### src/rtl/rom_burst_reader.sv
`default_nettype none
// ============================================================================
//  Module      : rom_burst_reader
//  Description : Single-line ROM read cache in front of an SDRAM controller
//                read channel. Word reads hit the cached BURST-word line in
//                one cycle. A miss refills the whole line in address order
//                and acks the request one cycle after the last word arrives.
//  Revision    : 1.0  initial release
// ============================================================================
module rom_burst_reader #(
    parameter logic [24:0] BASE_ADDR = 25'h0,
    parameter int          BURST     = 4
) (
    input  logic        sys_clk,
    input  logic        reset_n,
    input  logic        rd_req,
    input  logic [24:0] rd_addr,
    output logic [15:0] rd_data,
    output logic        rd_ack,
    input  logic        flush,
    output logic        busy,
    output logic [24:0] sdr_addr,
    output logic        sdr_req,
    input  logic        sdr_rdy,
    input  logic [15:0] sdr_q
);

    localparam int c_IDX_W = $clog2(BURST);
    localparam int c_TAG_W = 24 - c_IDX_W;

    typedef enum logic [1:0] {
        ST_IDLE = 2'd0,
        ST_FILL = 2'd1,
        ST_DONE = 2'd2
    } state_t;

    state_t               r_state,      w_state_n;
    logic                 r_line_valid, w_line_valid_n;
    logic [c_TAG_W-1:0]   r_tag,        w_tag_n;
    logic [c_IDX_W-1:0]   r_count,      w_count_n;
    logic                 r_flushed,    w_flushed_n;
    logic [15:0]          r_rd_data,    w_rd_data_n;
    logic                 r_rd_ack,     w_rd_ack_n;
    logic                 r_sdr_req,    w_sdr_req_n;
    logic [24:0]          r_sdr_addr,   w_sdr_addr_n;
    logic                 r_busy,       w_busy_n;
    logic [15:0]          r_line [BURST];

    logic                 w_line_we;
    logic [23:0]          w_word;
    logic [c_TAG_W-1:0]   w_tag;
    logic [c_IDX_W-1:0]   w_idx;
    logic                 w_hit;

    // Region-relative byte address rebased into SDRAM space, kept as a word address
    assign w_word = 24'((BASE_ADDR + rd_addr) >> 1);
    assign w_tag  = w_word[23:c_IDX_W];
    assign w_idx  = w_word[c_IDX_W-1:0];
    // A flush in the same cycle as the lookup forces a miss
    assign w_hit  = r_line_valid && !flush && (w_tag == r_tag);

    // Next-state and registered-output decode
    always_comb begin
        w_state_n      = r_state;
        w_line_valid_n = r_line_valid & ~flush;
        w_tag_n        = r_tag;
        w_count_n      = r_count;
        w_flushed_n    = r_flushed;
        w_rd_data_n    = r_rd_data;
        w_rd_ack_n     = 1'b0;
        w_sdr_req_n    = r_sdr_req;
        w_sdr_addr_n   = r_sdr_addr;
        w_busy_n       = r_busy;
        w_line_we      = 1'b0;
        case (r_state)
            ST_IDLE: begin
                // The cycle right after an ack is skipped so a held rd_req is not re-served
                if (rd_req && !r_rd_ack) begin
                    if (w_hit) begin
                        w_rd_data_n = r_line[w_idx];
                        w_rd_ack_n  = 1'b1;
                    end else begin
                        w_sdr_addr_n   = {w_tag, {(c_IDX_W + 1){1'b0}}};
                        w_sdr_req_n    = 1'b1;
                        w_busy_n       = 1'b1;
                        w_line_valid_n = 1'b0;
                        w_count_n      = '0;
                        w_flushed_n    = 1'b0;
                        w_tag_n        = w_tag;
                        w_state_n      = ST_FILL;
                    end
                end
            end
            ST_FILL: begin
                if (flush) begin
                    w_flushed_n = 1'b1;
                end
                if (sdr_rdy) begin
                    w_line_we   = 1'b1;
                    w_count_n   = r_count + 1'b1;
                    w_sdr_req_n = 1'b0;
                    if (r_count == c_IDX_W'(BURST - 1)) begin
                        // Data fetched under a flush is still delivered but not kept as a hit
                        w_line_valid_n = !(r_flushed || flush);
                        w_busy_n       = 1'b0;
                        w_state_n      = ST_DONE;
                    end
                end
            end
            ST_DONE: begin
                w_state_n = ST_IDLE;
                // Only ack a request that is still asking for the line just fetched
                if (rd_req && (w_tag == r_tag)) begin
                    w_rd_data_n = r_line[w_idx];
                    w_rd_ack_n  = 1'b1;
                end
            end
            default: begin
                w_state_n = ST_IDLE;
            end
        endcase
    end

    // Control and output registers; reset abandons any refill in flight
    always_ff @(posedge sys_clk) begin
        if (!reset_n) begin
            r_state      <= ST_IDLE;
            r_line_valid <= 1'b0;
            r_tag        <= '0;
            r_count      <= '0;
            r_flushed    <= 1'b0;
            r_rd_data    <= 16'h0;
            r_rd_ack     <= 1'b0;
            r_sdr_req    <= 1'b0;
            r_sdr_addr   <= 25'h0;
            r_busy       <= 1'b0;
        end else begin
            r_state      <= w_state_n;
            r_line_valid <= w_line_valid_n;
            r_tag        <= w_tag_n;
            r_count      <= w_count_n;
            r_flushed    <= w_flushed_n;
            r_rd_data    <= w_rd_data_n;
            r_rd_ack     <= w_rd_ack_n;
            r_sdr_req    <= w_sdr_req_n;
            r_sdr_addr   <= w_sdr_addr_n;
            r_busy       <= w_busy_n;
        end
    end

    // Line storage; contents are meaningless until line_valid so no reset is needed
    always_ff @(posedge sys_clk) begin
        if (w_line_we) begin
            r_line[r_count] <= sdr_q;
        end
    end

    assign rd_data  = r_rd_data;
    assign rd_ack   = r_rd_ack;
    assign busy     = r_busy;
    assign sdr_addr = r_sdr_addr;
    assign sdr_req  = r_sdr_req;

endmodule
`default_nettype wire

### config.mk
export PLATFORM = sky130hd
export DESIGN_NAME = rom_burst_reader
export DESIGN_NICKNAME = d
export VERILOG_FILES = /design/src/rtl/rom_burst_reader.sv
export SDC_FILE = /design/constraint.sdc
export NUM_CORES = 1
export LEC_CHECK = 0
export ABC_CLOCK_PERIOD_IN_PS = 3350
export CORE_ASPECT_RATIO = 1.1
export CORE_UTILIZATION = 33
export CTS_BUF_LIST = sky130_fd_sc_hd__clkbuf_8
export DETAILED_ROUTE_END_ITERATION = 6
export HOLD_SLACK_MARGIN = 0.1
export PLACE_DENSITY = 0.65
export SLEW_MARGIN = 20
export SYNTH_ARGS = -nofsm -noshare
export SYNTH_HDL_FRONTEND = slang
export SYNTH_SLANG_ARGS = --single-unit
### constraint.sdc
create_clock -name sys_clk -period 3.35 [get_ports sys_clk]
set_input_delay 0.5025 -clock sys_clk [delete_from_list [all_inputs] [get_ports sys_clk]]
set_output_delay 0.5025 -clock sys_clk [all_outputs]
set_load 0.02 [all_outputs]
### Yosys cells after proc, flatten, opt, wreduce, memory -nomap -nowiden

Memory sizes are Yosys's and may differ from the RTL's.
Cells that the tools add are included.

| operators by class | value |
|---|---|
| $add $sub $neg | 1 |
| equal/unequal tests | 11 |
| muxes and demuxes | 37 |
| reductions and logical operators | 17 |
| bitwise operators | 3 |

Operators by type and width:

| kind | count |
|---|---|
| 2-to-1 mux 16 bit | 3 |
| one-hot mux 16 bit (2 select lines) | 1 |
| == test 22 bit | 1 |
| 2-to-1 mux 1 bit | 19 |
| AND reduction 4 bit | 4 |
| 2-to-1 mux 2 bit | 7 |
| inequality test 2 bit, second input constant | 7 |
| one-hot mux 1 bit (2 select lines) | 5 |
| one-hot mux 2 bit (2 select lines) | 2 |
| AND reduction 5 bit | 1 |
| == test 2 bit, second input constant | 2 |
| logical AND 1 bit | 4 |
| nonzero test 2 bit | 2 |
| zero test 1 bit | 3 |
| AND reduction 3 bit | 1 |
| adder 2 x 1 -> 2 bit, second input constant | 1 |
| == test 2 x 1 -> 1 bit, second input constant | 1 |
| zero test 2 bit | 1 |
| NOT 1 bit | 2 |
| AND 1 bit | 1 |
| logical OR 1 bit | 1 |

| storage, ports and cells | value |
|---|---|
| flip-flop bits (word level) | 47 |
| memory bits (writable) | 64 |
| output and inout bits | 44 |
| logic and storage cells | 79 |
| bits of input ports | 46 |
| memories kept | 1 |

Memories:

| memory | words | bits a word | rd ports | clocked after Yosys merged registers in | wr ports | line | RTL |
|---|---|---|---|---|---|---|---|
| r_line | 4 | 16 | 1 | 0 | 1 | 47 | `logic [15:0] r_line [BURST];` |

### Logic depth before layout (Yosys ltp)

| logic depth | value |
|---|---|
| depth after elaboration | 6 |
| mapped depth | 8 |
| mapped depth without buffers | 6 |

### Worst setup path after synthesis

No wires, ideal clock.

| path | value |
|---|---|
| path kind | input to register |
| start point | in rd_addr[16] |
| end point | reg r_rd_data[0], in the netlist rd_data[0] |
| path slack | 1373 ps |
| stages | 7 |
| arrival | 1849 ps |
| buffers on the path | 1 |
| setup time | 128 ps |
| data required time | 3222 ps |
| cell sequence | xor2_1 -> nor4_2 -> nand4_1 -> nor3_4 -> buf_8 -> mux2i_1 -> nor2_1 |

| on the way | value |
|---|---|
| longest elaborated chain between the ends | 4 |
| elaborated cells between the ends (all ways) | 6 |
| classes of those cells | 3 x eq/ne; 3 x reduce/logical |

RTL lines:

| element | line | RTL |
|---|---|---|
| from (decl) | 17 | `input logic [24:0] rd_addr,` |
| == test 22 bit * | 60, 113 |  |
| logical AND 1 bit, on equally long branches | 113, 60 |  |
| inequality test 2 bit (no line) | - |  |
| AND reduction 4 bit (no line) * | - |  |
| to (signal assigned) | 143 | `r_rd_data <= w_rd_data_n;` |
| to (decl) | 42 | `logic [15:0] r_rd_data, w_rd_data_n;` |

Mark *: on every way between the ends. The rest lies on a longest branch, timed or not.
A chain may end at the register's enable or synchronous reset.

### Final worst setup path

| path | value |
|---|---|
| start point | in rd_addr[23] |
| end point | reg r_count[0] |

| on the way | value |
|---|---|
| longest elaborated chain between the ends | 4 |

RTL lines:

| element | line | RTL |
|---|---|---|
| == test 22 bit | 60 | `assign w_hit = r_line_valid && !flush && (w_tag == r_tag);` |
| logical AND 1 bit | 60 |  |
| inequality test 2 bit (no line) | - |  |
| AND reduction 4 bit (no line) | - |  |
| to (signal assigned) | 141 | `r_count <= w_count_n;` |
| to (decl) | 40 | `logic [c_IDX_W-1:0] r_count, w_count_n;` |

Every way passes these cells.

==> key figures <==
Run status
  • Status: complete, no violations

Pwr
  • Sw Ratio: 0.2459
  • PwrDens: 439.5 nW/µm²
  • Internal power: 1.897 mW
  • Total power: 2.515 mW
  • Sequential share of power: 0.594
  • Net Switching: about 620 µW
  • Lkg Pwr: 2.019 nW
  • Clk pwr share: 0.295
  • Combinational share of power: 0.110
  • Peak VDD IR: ~0.00016 V

Global routing
  • Initial antenna violation count: 0
  • GRT Util Overall: 0.1336
  • Gr ovfl total: 0
  • Largest net degree at the start of global routing: 55
  • Vias in the first global route: 2835
  • First-pass GRT wire length: 14210 µm

STA
  • Minimum clock period: about 2.5 ns
  • Worst Skew: about 0.009 ns
  • Setup TNS Final: 0 ns
  • Slew @ Worst Pin: approximately 1.1 ns
  • Fin crit share: 0.7455
  • Final hold violations: 0
  • Fmax achieved: 400.4 MHz
  • Slew headroom: 0.2743
  • Finish-stage setup viols: 0
  • RSZ-0062 raised after global routing: false
  • Pins Over Slew Limit: 0

Die
  • Die Wd: between 100 and 150 µm
  • Die area: 14120 µm²
  • Die H: 124.5 µm
  • Core Box Area: 13270 µm²
  • Row count: 44
  • Number of I/O pins: 90
  • Initial core utilization: 0.3395

Place
  • IO buf count: 85
  • DP HPWL: 5787 µm
  • RD Place Congestion: 0.7080

Setup path
  • Crit path max fanout: 28
  • Reg2reg path depth: 6
  • Startpoint types: primary input
  • Worst Setup End Kind: flip-flop
  • WP data required: 3.57 ns
  • Setup CP Type: in2reg
  • WP data arrival: ~2.7 ns

Detailed routing
  • Routed length per instance: ~15 µm
  • Final WL: 8836 µm
  • DRC violations left: 0
  • Routed vias/inst: 4.561
  • Vias: 2723
  • Antenna-violating nets left: 0
  • DR pass1 iterations: 4
  • DRT iter0 DRCs: 93

Clock tree
  • CTS Sinks: 111
  • CTS Root Cell: clkbuf_8
  • CTS max path bufs: 2
  • Clk_lat worst skew: roughly 0.37 ns
  • Hold_buf cts: 0
  • Clock H-tree levels: 3
  • Clk slew on worst S/H paths: 0.10 ns
  • Post-CTS resize count: 0
  • CTS buffer count: 9
  • CTS tree: built
  • Post-CTS Setup Inserts: 0

Final layout
  • Most frequent cells in the layout: 84 x clkdlybuf4s50_1, 64 x edfxtp_1, 49 x nand2_1, 47 x dfxtp_1, 38 x mux2i_1
  • Nets@finish: 458
  • Final Util: 0.4313
  • ANT cells: 0
  • Share of post-route cells with drive strength above 1: 0.1090
  • Area growth from synthesis to layout: 27.06%
  • Most common cell after layout, fill and taps aside: clkdlybuf4s50_1
  • FILL cells: 1241

Hold path
  • Hold Path Class: reg2reg
  • Hold Crit Depth: 2

Logic synthesis
  • Post-synth ARST share: 0
  • Synthesized flop and latch total: 111
  • Synth Cell Area: 4504 µm²
  • Register area share after synthesis: 0.6356
  • Syn avg cell area: 14.08 µm²
  • Post-synth EDFFs: 64
  • Syn Inst Count: 320
  • Synth Flop Type: edfxtp_1
  • Yosys cell types: 35
  • Number of synthesis warnings: 0

Flow run
  • Maximum capacitance violations: 0
-- routing by layer --
| metal | vias to the layer above | global-route usage | share of wire |
|---|---|---|---|
| li1 | 1314 | - | - |
| met1 | 1310 | 0.1534 | 0.42 |
| met2 | 88 | 0.2259 | 0.49 |
| met3 | 11 | 0.04380 | 0.074 |
| met4 | 0 | 0.05805 | 0.018 |
| met5 | - | 0 | 0 |
-- cells by family (layout without fill, tap and decap cells) --
group,count (synthesis),in the layout,synth area share
and+or+nand+nor,93,93,0.09694
buffers and inverters,21,112,0.02805
muxes,54,54,0.1644
DFF,111,111,0.6356
AOI/OAI and AO/OA,14,14,0.02028
xor gates and xnor gates,22,22,0.04278
other,1,3,0.0008325
adders and majority gates,4,4,0.01111
-- through the flow --
| step | hold WS, ns | instances | setup slack (ns) | area [µm²] |
|---|---|---|---|---|
| final | 0.4825 | 597 | 0.8526 | 5723 |
| after global routing | 0.5103 | 597 | 0.6912 | 5723 |
| after CTS | 0.4842 | 597 | 0.7974 | 5723 |
| after detailed placement | 0.4687 | 581 | 0.3777 | 5544 |
| after global placement | 0.4613 | 581 | 0.4021 | 5544 |
| after floorplan | 0.4390 | 322 | 1.373 | 4512 |
-- Yosys cell counts (3+ instances only) --
master | count | area, µm²
clkbuf_1 | 8 | 30.03
mux4_2 | 16 | 360.4
o21a_1 | 3 | 22.52
nor2b_1 | 5 | 31.28
nor2_1 | 20 | 75.07
nand2_1 | 49 | 183.9
xor2_1 | 22 | 192.7
ha_1 | 4 | 50.05
buf_4 | 3 | 22.52
dfxtp_1 | 47 | 940.9
nor4_2 | 3 | 37.54
edfxtp_1 | 64 | 1922
and3_1 | 4 | 25.02
nand3_1 | 3 | 15.01
o21ai_0 | 3 | 15.01
mux2i_1 | 38 | 380.4
buf_6 | 3 | 33.78
-- layout make-up --
cell class	count	area, µm²	area share
multi-input combinational	190	1534	0.2680
clock buffer	9	123.9	0.02164
timing repair buffer	93	905.9	0.1583
tap	184	230.2	0.04023
clock inverter	7	55.05	0.009620
sequential	111	2863	0.5002
inverter	3	11.26	0.001968
-- power by group through the flow --
stage	registers (mW)	logic [mW]	clock network, mW
floorplan	1.55	0.129	0
CTS	1.50	0.283	0.776
global route	1.50	0.303	0.826
finish	1.50	0.277	0.743
detailed placement	1.53	0.282	0
global placement	1.52	0.277	0
-- worst max-delay path: stages --
cell and delay (ns):
clkdlybuf4s50_1 0.49, xor2_1 0.23, nor4_2 0.08, nand4_1 0.20, nor2_1 0.14, a21oi_4 0.86
o22ai_1 0.21
-- final timing paths --
path | end | start | slack [ns]
worst max-delay path | r_count[0] | rd_addr[23] | 0.85
worst min-delay path | r_flushed | r_flushed | 0.48
worst max register to register | r_count[0] | sdr_addr[23] | 1.09
worst min register to register | r_flushed | r_flushed | 0.48
-- sequential cells by signal (all words and copies together) (netlist names) --
name          flops
r_flushed         1
rd_ack            1
r_line           64
sdr_addr         22
busy              1
r_line_valid      1
r_state           2
sdr_req           1
r_count           2
rd_data          16
(Power assumes the default switching activity.)
